--- src/rtl/huffman_pkg.sv ---
// Shared constants and state encoding for the Huffman encode/decode path.
//   NSYM      : number of symbols / code table entries (digits 0-9)
//   SYM_W     : symbol width
//   MAX_LEN   : longest legal code in bits
//   LEN_W     : width of a code-length field
//   SYM_COUNT : symbols per block
//   CNT_W     : width of the per-block symbol counter
package huffman_pkg;

    localparam int NSYM      = 10;
    localparam int SYM_W     = 4;
    localparam int MAX_LEN   = 9;
    localparam int LEN_W     = 4;
    localparam int SYM_COUNT = 256;
    localparam int CNT_W     = 9;

    typedef enum logic [1:0] {
        ST_IDLE   = 2'd0,
        ST_DECODE = 2'd1,
        ST_DONE   = 2'd2,
        ST_ERROR  = 2'd3
    } state_t;

    // Mask selecting the low 'len' bits of a MAX_LEN-wide code.
    // len == MAX_LEN shifts every one out, giving an all-ones mask.
    function automatic logic [MAX_LEN-1:0] len_mask(input logic [LEN_W-1:0] len);
        return ~({MAX_LEN{1'b1}} << len);
    endfunction

endpackage

--- src/rtl/huffman_code_match.sv ---
// Combinational parallel match of the candidate bit window against every
// code table entry, followed by a lowest-index-wins priority encoder.
// Ports:
//   acc_n    in  MAX_LEN        candidate bits, newest bit in the LSB
//   len_n    in  LEN_W          number of valid bits in acc_n
//   tbl_code in  MAX_LEN x NSYM right-aligned codes
//   tbl_len  in  LEN_W x NSYM   code lengths, 0 = entry unused
//   hit      out 1              at least one entry matches
//   idx      out SYM_W          index of the lowest matching entry
module huffman_code_match
    import huffman_pkg::*;
(
    input  logic [MAX_LEN-1:0] acc_n,
    input  logic [LEN_W-1:0]   len_n,
    input  logic [MAX_LEN-1:0] tbl_code [NSYM],
    input  logic [LEN_W-1:0]   tbl_len  [NSYM],
    output logic               hit,
    output logic [SYM_W-1:0]   idx
);

    logic [MAX_LEN-1:0] mask;
    logic [NSYM-1:0]    match_vec;

    assign mask = len_mask(len_n);

    generate
        for (genvar gi = 0; gi < NSYM; gi++) begin : g_entry
            // Lengths must agree exactly; comparing only the low len_n bits
            // means a short code never matches a prefix of a longer window.
            assign match_vec[gi] = (tbl_len[gi] != '0) &&
                                   (tbl_len[gi] == len_n) &&
                                   ((acc_n & mask) == (tbl_code[gi] & mask));
        end
    endgenerate

    assign hit = |match_vec;

    // Scan from the top down so the lowest matching index is the last write.
    always_comb begin
        idx = '0;
        for (int i = NSYM - 1; i >= 0; i--) begin
            if (match_vec[i]) begin
                idx = SYM_W'(i);
            end
        end
    end

endmodule

--- src/rtl/huffman_decoder.sv ---
// Serial Huffman decoder: shifts stream bits into an accumulator and emits
// a symbol whenever the accumulated bits equal a loaded table code. Decodes
// SYM_COUNT symbols per block, then holds done until the next start.
// Ports:
//   clk, rst_n           clock, synchronous active-low reset
//   tbl_wr/tbl_sym/      code table write (IDLE only; tbl_sym >= NSYM ignored)
//   tbl_code/tbl_len
//   start                begin/restart a block
//   bit_in, bit_valid    stream bit and its qualifier
//   bit_ready            high in DECODE (combinational)
//   sym_out, sym_valid   decoded symbol and its single-cycle strobe
//   sym_count            symbols emitted in the current block
//   busy, done, err      status; done and err are sticky until start
module huffman_decoder
    import huffman_pkg::*;
(
    input  logic               clk,
    input  logic               rst_n,
    input  logic               tbl_wr,
    input  logic [SYM_W-1:0]   tbl_sym,
    input  logic [MAX_LEN-1:0] tbl_code,
    input  logic [LEN_W-1:0]   tbl_len,
    input  logic               start,
    input  logic               bit_in,
    input  logic               bit_valid,
    output logic               bit_ready,
    output logic [SYM_W-1:0]   sym_out,
    output logic               sym_valid,
    output logic [CNT_W-1:0]   sym_count,
    output logic               busy,
    output logic               done,
    output logic               err
);

    state_t state_reg, state_next;

    logic [MAX_LEN-1:0] code_reg [NSYM];
    logic [LEN_W-1:0]   len_reg  [NSYM];

    // The accumulator keeps MAX_LEN-1 bits: a window that reaches MAX_LEN
    // bits either matches or errors, so it is never stored back.
    logic [MAX_LEN-2:0] acc_reg;
    logic [LEN_W-1:0]   acc_len_reg;
    logic [SYM_W-1:0]   sym_out_reg;
    logic               sym_valid_reg;
    logic [CNT_W-1:0]   sym_count_reg;
    logic               done_reg;
    logic               err_reg;

    logic [MAX_LEN-1:0] acc_n;
    logic [LEN_W-1:0]   len_n;
    logic [CNT_W-1:0]   count_inc;
    logic               bit_xfer;
    logic               match_hit;
    logic [SYM_W-1:0]   match_idx;
    logic               last_sym;
    logic               overflow;

    assign bit_ready = (state_reg == ST_DECODE);
    assign busy      = (state_reg == ST_DECODE);

    // A start in DECODE restarts the block, so a bit offered alongside it
    // must not be consumed.
    assign bit_xfer  = bit_valid && bit_ready && !start;

    assign acc_n     = {acc_reg, bit_in};
    assign len_n     = acc_len_reg + 1'b1;
    assign count_inc = sym_count_reg + 1'b1;
    assign last_sym  = (count_inc == CNT_W'(SYM_COUNT));
    assign overflow  = (len_n == LEN_W'(MAX_LEN));

    huffman_code_match u_match (
        .acc_n    (acc_n),
        .len_n    (len_n),
        .tbl_code (code_reg),
        .tbl_len  (len_reg),
        .hit      (match_hit),
        .idx      (match_idx)
    );

    // Next-state logic
    always_comb begin
        state_next = state_reg;
        case (state_reg)
            ST_IDLE: begin
                if (start) state_next = ST_DECODE;
            end
            ST_DECODE: begin
                if (start) begin
                    state_next = ST_DECODE;
                end else if (bit_xfer) begin
                    if (match_hit) begin
                        if (last_sym) state_next = ST_DONE;
                    end else if (overflow) begin
                        state_next = ST_ERROR;
                    end
                end
            end
            ST_DONE: begin
                if (start) state_next = ST_DECODE;
            end
            ST_ERROR: begin
                if (start) state_next = ST_DECODE;
            end
            default: state_next = ST_IDLE;
        endcase
    end

    always_ff @(posedge clk) begin
        if (!rst_n) begin
            state_reg <= ST_IDLE;
        end else begin
            state_reg <= state_next;
        end
    end

    // Code table: kept in flops because every entry is compared each cycle.
    generate
        for (genvar gi = 0; gi < NSYM; gi++) begin : g_table
            always_ff @(posedge clk) begin
                if (!rst_n) begin
                    code_reg[gi] <= '0;
                    len_reg[gi]  <= '0;
                end else if (tbl_wr && (state_reg == ST_IDLE) &&
                             (tbl_sym == SYM_W'(gi))) begin
                    code_reg[gi] <= tbl_code;
                    len_reg[gi]  <= tbl_len;
                end
            end
        end
    endgenerate

    // Datapath: accumulator, symbol output, counter and sticky flags
    always_ff @(posedge clk) begin
        if (!rst_n) begin
            acc_reg       <= '0;
            acc_len_reg   <= '0;
            sym_out_reg   <= '0;
            sym_valid_reg <= 1'b0;
            sym_count_reg <= '0;
            done_reg      <= 1'b0;
            err_reg       <= 1'b0;
        end else begin
            sym_valid_reg <= 1'b0;
            if (start) begin
                acc_reg       <= '0;
                acc_len_reg   <= '0;
                sym_count_reg <= '0;
                done_reg      <= 1'b0;
                err_reg       <= 1'b0;
            end else if (bit_xfer) begin
                if (match_hit) begin
                    sym_out_reg   <= match_idx;
                    sym_valid_reg <= 1'b1;
                    acc_reg       <= '0;
                    acc_len_reg   <= '0;
                    sym_count_reg <= count_inc;
                    if (last_sym) done_reg <= 1'b1;
                end else if (overflow) begin
                    err_reg <= 1'b1;
                end else begin
                    acc_reg     <= acc_n[MAX_LEN-2:0];
                    acc_len_reg <= len_n;
                end
            end
        end
    end

    assign sym_out   = sym_out_reg;
    assign sym_valid = sym_valid_reg;
    assign sym_count = sym_count_reg;
    assign done      = done_reg;
    assign err       = err_reg;

endmodule
--- config.mk ---
export PLATFORM = sky130hd
export DESIGN_NAME = huffman_decoder
export DESIGN_NICKNAME = d
export VERILOG_FILES = /design/src/rtl/huffman_pkg.sv /design/src/rtl/huffman_code_match.sv /design/src/rtl/huffman_decoder.sv
export SDC_FILE = /design/constraint.sdc
export NUM_CORES = 1
export LEC_CHECK = 0
export CAP_MARGIN = 20
export CORE_MARGIN = 3
export CORE_UTILIZATION = 35
export CTS_CLUSTER_SIZE = 28
export DETAILED_ROUTE_END_ITERATION = 8
export GPL_TIMING_DRIVEN = 0
export SLEW_MARGIN = 30
export SYNTH_ARGS = -nofsm -noshare
export SYNTH_HDL_FRONTEND = slang
export SYNTH_SLANG_ARGS = --single-unit
--- constraint.sdc ---
create_clock -name clk -period 11.93 [get_ports clk]
set_clock_uncertainty 0.1 [all_clocks]
set_input_delay 1.193 -clock clk [delete_from_list [all_inputs] [get_ports clk]]
set_output_delay 1.193 -clock clk [all_outputs]
set_load 0.005 [all_outputs]
==> results of run 1 <==
[kinds of logic after synthesis]
group	after synthesis	share of synthesized area, %
AND/OR/NAND/NOR	294	19.5
flip-flops	160	36.8
multiplexers	131	15.1
AO/OA/AOI/OAI	126	10.8
XOR/XNOR	125	12.8
buffers and inverters	78	4.07
adder cells (fa/ha/maj)	6	0.863
[path summary, 6_finish.rpt]
check	from	to	slack [ns]	cells after the start
max	acc_len_reg[0]$_SDFFE_PP0P_	acc_reg[6]$_SDFFE_PP0P_	6.51	16
min	sym_out[0]$_SDFFE_PN0P_	sym_out[0]$_SDFFE_PN0P_	0.37	2
max reg2reg	acc_len_reg[0]$_SDFFE_PP0P_	acc_reg[6]$_SDFFE_PP0P_	6.51	16
min reg2reg	sym_out[0]$_SDFFE_PN0P_	sym_out[0]$_SDFFE_PN0P_	0.37	2
[synthesized netlist by cell type (3+ instances only)]
cell type and number:
nor2b_1 133, a211oi_1 6, nand3_1 18, a31oi_1 9, or4_1 8, nand4_1 10
nor3_1 22, and4_1 4, nor2_1 28, clkbuf_1 50, o221ai_1 7, and3_1 3
ha_1 6, and2_1 3, a22oi_1 8, o211ai_1 8, dfxtp_1 160, mux2i_1 131
a21oi_1 21, a31o_2 4, nand2_1 33, o31ai_1 3, buf_1 10, xnor2_1 74
buf_6 5, xor2_1 49, nor4_1 5, inv_1 4, o21ai_0 34, nand2b_1 4
buf_2 4, nand3b_1 9, buf_4 5
[power by group through the flow]
stage          Sequential, mW  Clock [mW]  Combinational (mW)
2_1_floorplan           0.554           0              0.0508
3_3_place_gp            0.554           0              0.0769
3_5_place_dp            0.554           0              0.0771
4_1_cts                 0.542       0.540              0.0775
5_1_grt                 0.543       0.566              0.0837
6_report                0.542       0.531              0.0777
[worst reg2reg max path, cell delays in order (launching register included)]
cell	delay, ns
dfxtp_1	0.39
buf_4	0.24
buf_2	0.40
inv_1	0.27
ha_1	0.35
clkbuf_1	0.37
buf_1	0.77
xor2_1	0.14
nor3_1	0.47
nand3_1	0.14
or4_1	0.47
and4_1	0.21
buf_2	0.15
and4_1	0.20
clkbuf_1	0.25
o21ai_0	0.24
a21oi_1	0.12
[metrics by stage]
step           utilization [%]  cell area, sq um
5_1_grt                   40.7              9920
2_1_floorplan                -              8700
4_1_cts                   40.6              9910
6_report                  40.7              9920
3_3_place_gp              38.3              9340
3_5_place_dp              38.3              9340
[layer usage]
| layer | part of all wire (%) | global-route usage (%) | vias up |
|---|---|---|---|
| li1 | - | - | 3288 |
| met1 | 46 | 25.1 | 3276 |
| met2 | 47 | 30.7 | 178 |
| met3 | 5.1 | 3.70 | 30 |
| met4 | 1.7 | 5.11 | 0 |
| met5 | 0 | 0 | - |
[layout by cell type (no fill, tap or decap), types with 18 or more instances in the layout]
master,n
nor3_1,22
xnor2_1,74
clkdlybuf4s50_1,24
mux2i_1,131
nor2_1,28
a21oi_1,21
o21ai_0,34
nand2_1,33
nor2b_1,133
nand3_1,18
clkbuf_1,52
xor2_1,49
dfxtp_1,160
[layout make-up]
type                       instances  area (sq um)
clock inverter                    11           106
clock buffer                      21           460
timing repair buffer              24           240
buffer                            74           339
multi-input combinational        682          5150
tap                              324           405
sequential                       160          3200
inverter                           4          15.0
fill                            2425         14500
==> metrics.md, run 1 <==
| Metric | Value |
|---|---|
| Status | finished, final reports clean |
| Final Hold Fails | 0 |
| Internal | 0.868 mW |
| Die Area | 26800 sq um |
| Fraction of layout cells with a size suffix above 1 | 7.27% |
| First-pass GRT wire length | 38100 um |
| IO Pins | 41 |
| Synth unique cells | 66 |
| GRT Overall Usage | 18.7% |
| Max FFs per register | 90 |
| Worst path required time | 12.10 ns |
| Vias in the first global route | 6464 |
| RSZ-0062 raised after global routing | no |
| Post-CTS Setup Bufs | 0 |
| Clock latency at the later pin of the worst-skew pair | 0.44 ns |
| Cells along the critical path | buf_4 -> buf_2 -> inv_1 -> ha_1 -> clkbuf_1 -> buf_1 -> xor2_1 -> nor3_1 -> nand3_1 -> or4_1 -> and4_1 -> buf_2 -> and4_1 -> clkbuf_1 -> o21ai_0 -> a21oi_1 |
| Cts bufs inserted | 17 |
| Hold slack | 0.372 ns |
| Detail Route Antenna Nets | 0 |
| Hold Crit Class | reg2reg |
| Clock power share | 46.1% |
| Comb pwr share | 6.8% |
| Synth Flop Type | dfxtp_1 |
| Die Ht | 164 um |
| Top-area cell type share of the netlist area | 36.8% |
| Crit-path max cell delay | 0.77 ns |
| Post-synth ARST share | 0% |
| Routability Congestion | 0.893 |
| Nets | 992 |
| # rows | 57 |
| PortBufs | 24 |
| Register area share after synthesis | 36.8% |
| Syn_nets | 949 |
| Cell accounting for the most synthesized area | dfxtp_1 |
| Reg power frac | 47.1% |
| Vias/cell | 5.21 |
| GRT overflow | 0 |
| P_leak | 3.69 nW |
| Sw Share | 24.6% |
| Crit Path Class | reg2reg |
| Clk buf depth | 2 |
| Count of pins over their slew limit | 0 |
| Fmax | 184 MHz |
| Family with the most delay on the worst path | buffers and inverters |
| DRC violations left | 0 |
| Post-synth EDFFs | 0 |
| Net Sw Power | 0.283 mW |
| Clk sinks | 160 |
| Vias | 6772 |
| # resized after CTS | 0 |
| Crit path capture type | flop |
| Crit path launch type | flop |
| First DRT Iteration DRCs | 508 |
| Initial antenna violation count | 0 |
| Power per cell area | 116 nW/um^2 |
| Fin crit period | 5.42 ns |
| Fin crit share | 45.5% |
| Inst Count DP | 1268 |
| Critical path arrival | 5.60 ns |
| Synth warnings | 0 |
| Routed WL per cell | 18.9 um |
| Worst Setup Slack, final | 6.51 ns |
| Diodes inserted | 0 |
| Dominant cells by area after synthesis | dfxtp_1 (37%), mux2i_1 (15%), nor2b_1 (9.6%) |
| Worst IR Drop VDD | 0.0946 mV |
| Clock root buffer | clkbuf_16 |
| Final WL | 24600 um |
| Hold_buf cts | 0 |
| Worst Max-Slew Pin Slew | 0.960 ns |
| CTS clk-pin slew, worst paths | 0.06 ns |
| Worst rel slew slack | 36.0% |
| # setup viols final | 0 |
| Mean Syn Cell Area | 9.45 sq um |
| Buf/Inv on CP | 7 |
| Setup TNS | 0 ns |
| Initial cell density of the core | 35.7% |
| Flops & latches, synth | 160 |
| Critical Path Fanout Max | 10 |
| DRT Pass-1 Iters | 7 |
| Dpl hpwl | 17200 um |
| Mapped Area | 8700 sq um |
| Cell with the largest stage delay on the worst path | buf_1 |
| Max-Cap Viols | 0 |
| Post-Layout Cell Count | 1300 |
| Die width | 164 um |
| CTS tree | done |
| P&R area growth vs syn | 14.0% |
| Pwr Total | 1.15 mW |
| Pre-CTS setup slack | 6.52 ns |
| Largest net degree at the start of global routing | 17 |
| Synth Instances | 920 |
| CTS HTree Levels | 4 |
| CORE AREA | 24400 sq um |
No activity file was read; power rests on OpenSTA's default activity.
==> inputs of run 2 (changes only) <==
clock period = 5.1 ns   (was 11.93 ns; I/O delays follow)
==> run 2 against run 1 <==
Effect of this change:
- critical path depth decreased by 1
- clock-buffer cell count did not move
- hold slack better by 0.00069 ns
- final area barely moved
- register-to-register slack got worse by 6.1 ns
- maximum frequency increased by 16%
- sequential power increased by 130%
- via count fell by 1.2%
- final cell count is essentially flat
- sequential share of layout area about the same
- setup slack worse by 6.1 ns
- power up 130%
- largest cell class unchanged
- largest power group unchanged
- highest routed layer unchanged
==> metrics.md, run 2 (synthesis results as in run 1) <==
| Metric | Value |
|---|---|
| IO Pins | 41 |
| Initial cell density of the core | 35.7% |
| Clock root buffer | clkbuf_16 |
| CTS clk-pin slew, worst paths | 0.07 ns |
| Status | finished, final reports clean |
| Pwr Total | 2.69 mW |
| Hold slack | 0.373 ns |
| Nets | 991 |
| Cts bufs inserted | 17 |
| Vias | 6692 |
| Worst IR Drop VDD | 0.220 mV |
| Commonest cells after routing, fill and taps aside | dfxtp_1 (160), nor2b_1 (133), mux2i_1 (131) |
| Largest net degree at the start of global routing | 17 |
| Die Area | 26800 sq um |
| Diodes inserted | 0 |
| Power per cell area | 271 nW/um^2 |
| Post-Layout Cell Count | 1299 |
| Crit Path Class | reg2reg |
| Pre-CTS setup slack | -0.306 ns |
| Initial antenna violation count | 0 |
| Detail Route Antenna Nets | 0 |
| Critical Path Fanout Max | 19 |
| Internal | 2.03 mW |
| Clock latency at the later pin of the worst-skew pair | 0.43 ns |
| CTS HTree Levels | 4 |
| Dpl hpwl | 17200 um |
| GRT overflow | 0 |
| Max FFs per register | 90 |
| Die width | 164 um |
| Design area | 9920 sq um |
| First-pass GRT wire length | 38100 um |
| P_leak | 3.69 nW |
| Worst Setup Slack, final | 0.441 ns |
| # rows | 57 |
| Net Sw Power | 0.660 mW |
| Comb pwr share | 6.7% |
| Most common cell after layout, fill and taps aside | dfxtp_1 |
| Clk sinks | 160 |
| Critical path arrival | 4.83 ns |
| Global routing's busiest layer | met2 |
| Final WL | 24400 um |
| # setup viols final | 0 |
| DRT Pass-1 Iters | 6 |
| Routability Congestion | 0.893 |
| Sw Share | 24.5% |
| CTS tree | done |
| First DRT Iteration DRCs | 506 |
| Crit path launch type | flop |
| R2r setup slk | 0.44 ns |
| GRT Overall Usage | 18.7% |
| Vias/cell | 5.15 |
| CORE AREA | 24400 sq um |
| Worst path required time | 5.27 ns |
| Vias in the first global route | 6464 |
| RSZ-0062 raised after global routing | no |
| Worst rel slew slack | 37.7% |
| Count of pins over their slew limit | 0 |
| Setup TNS | 0 ns |
| Clk buf depth | 2 |
| GR Util met1 | 25.1% |
| Worst Max-Slew Pin Slew | 0.934 ns |
| Area post-placement | 9340 sq um |
| Max-Cap Viols | 0 |
| Hold_buf cts | 0 |
| Routed WL per cell | 18.8 um |
| DRC violations left | 0 |
| Grt met3 use | 3.70% |
| Met2 Use GR | 30.7% |
| P&R area growth vs syn | 14.0% |
| Die Ht | 164 um |
| Fin crit share | 91.3% |
| Inst Count DP | 1268 |
| Final Hold Fails | 0 |
| Core Util, Final | 40.7% |
| Hold Crit Class | reg2reg |
| Fmax | 215 MHz |
| Fraction of layout cells with a size suffix above 1 | 7.28% |
| PortBufs | 24 |
| Clock power share | 46.1% |
| Fin crit period | 4.66 ns |
| Crit path capture type | flop |
| Reg power frac | 47.2% |
## run 2: changes by cell type in the layout (fill, tap and decap cells not counted)
cell,previous run,this run
buf_2,4,3
clkbuf_4,0,1
buf_1,10,9
## run 2: critical path, stage by stage, from the launching register on
cell	delay, ns
dfxtp_1	0.40
buf_4	0.36
inv_1	0.25
ha_1	0.34
clkbuf_1	0.35
clkbuf_4	0.40
xnor2_1	0.15
nand3_1	0.15
a221oi_2	0.19
o2111ai_1	0.18
or4_4	0.59
and4_4	0.23
and4_1	0.17
clkbuf_1	0.25
o21ai_0	0.22
a21oi_1	0.12
## run 2: final timing paths
check,cells after the start,to,from
max,15,acc_reg[6]$_SDFFE_PP0P_,acc_len_reg[0]$_SDFFE_PP0P_
min,2,sym_out[0]$_SDFFE_PN0P_,sym_out[0]$_SDFFE_PN0P_
max reg2reg,15,acc_reg[6]$_SDFFE_PP0P_,acc_len_reg[0]$_SDFFE_PP0P_
min reg2reg,2,sym_out[0]$_SDFFE_PN0P_,sym_out[0]$_SDFFE_PN0P_
## run 2: final cells by class
cell class,instances,area (sq um)
Sequential cell,160,3200
Inverter,4,15.0
Buffer,73,338
Fill cell,2424,14500
Clock buffer,21,460
Timing Repair Buffer,24,240
Tap cell,324,405
Clock inverter,11,106
Multi-Input combinational cell,682,5150
## run 2: power by group through the flow
stage          logic (mW)  registers (mW)  clock network [mW]
4_1_cts             0.181            1.27                1.26
6_report            0.181            1.27                1.24
2_1_floorplan       0.119            1.30                   0
3_5_place_dp        0.180            1.30                   0
5_1_grt             0.196            1.27                1.32
3_3_place_gp        0.180            1.30                   0
## run 2: timing repair
action / 4_1_cts / 5_1_grt
setup endpoints to repair: 28 / 19
setup buffers: 0 / 0
gates resized for setup: 4 / 1
## run 2: per-layer routing
layer / part of all wire [%] / routed length (um) / up-vias
li1: - / - / 3292
met1: 47 / 11500 / 3224
met2: 47 / 11500 / 148
met3: 4.4 / 1080 / 28
met4: 1.6 / 382 / 0
met5: 0 / 0 / -
==> inputs of run 3 (changes only) <==
CTS_CLUSTER_DIAMETER = 50   (was unset)
==> results of run 3 <==
The final DEF is identical to that of run 2; final timing and power are the same.
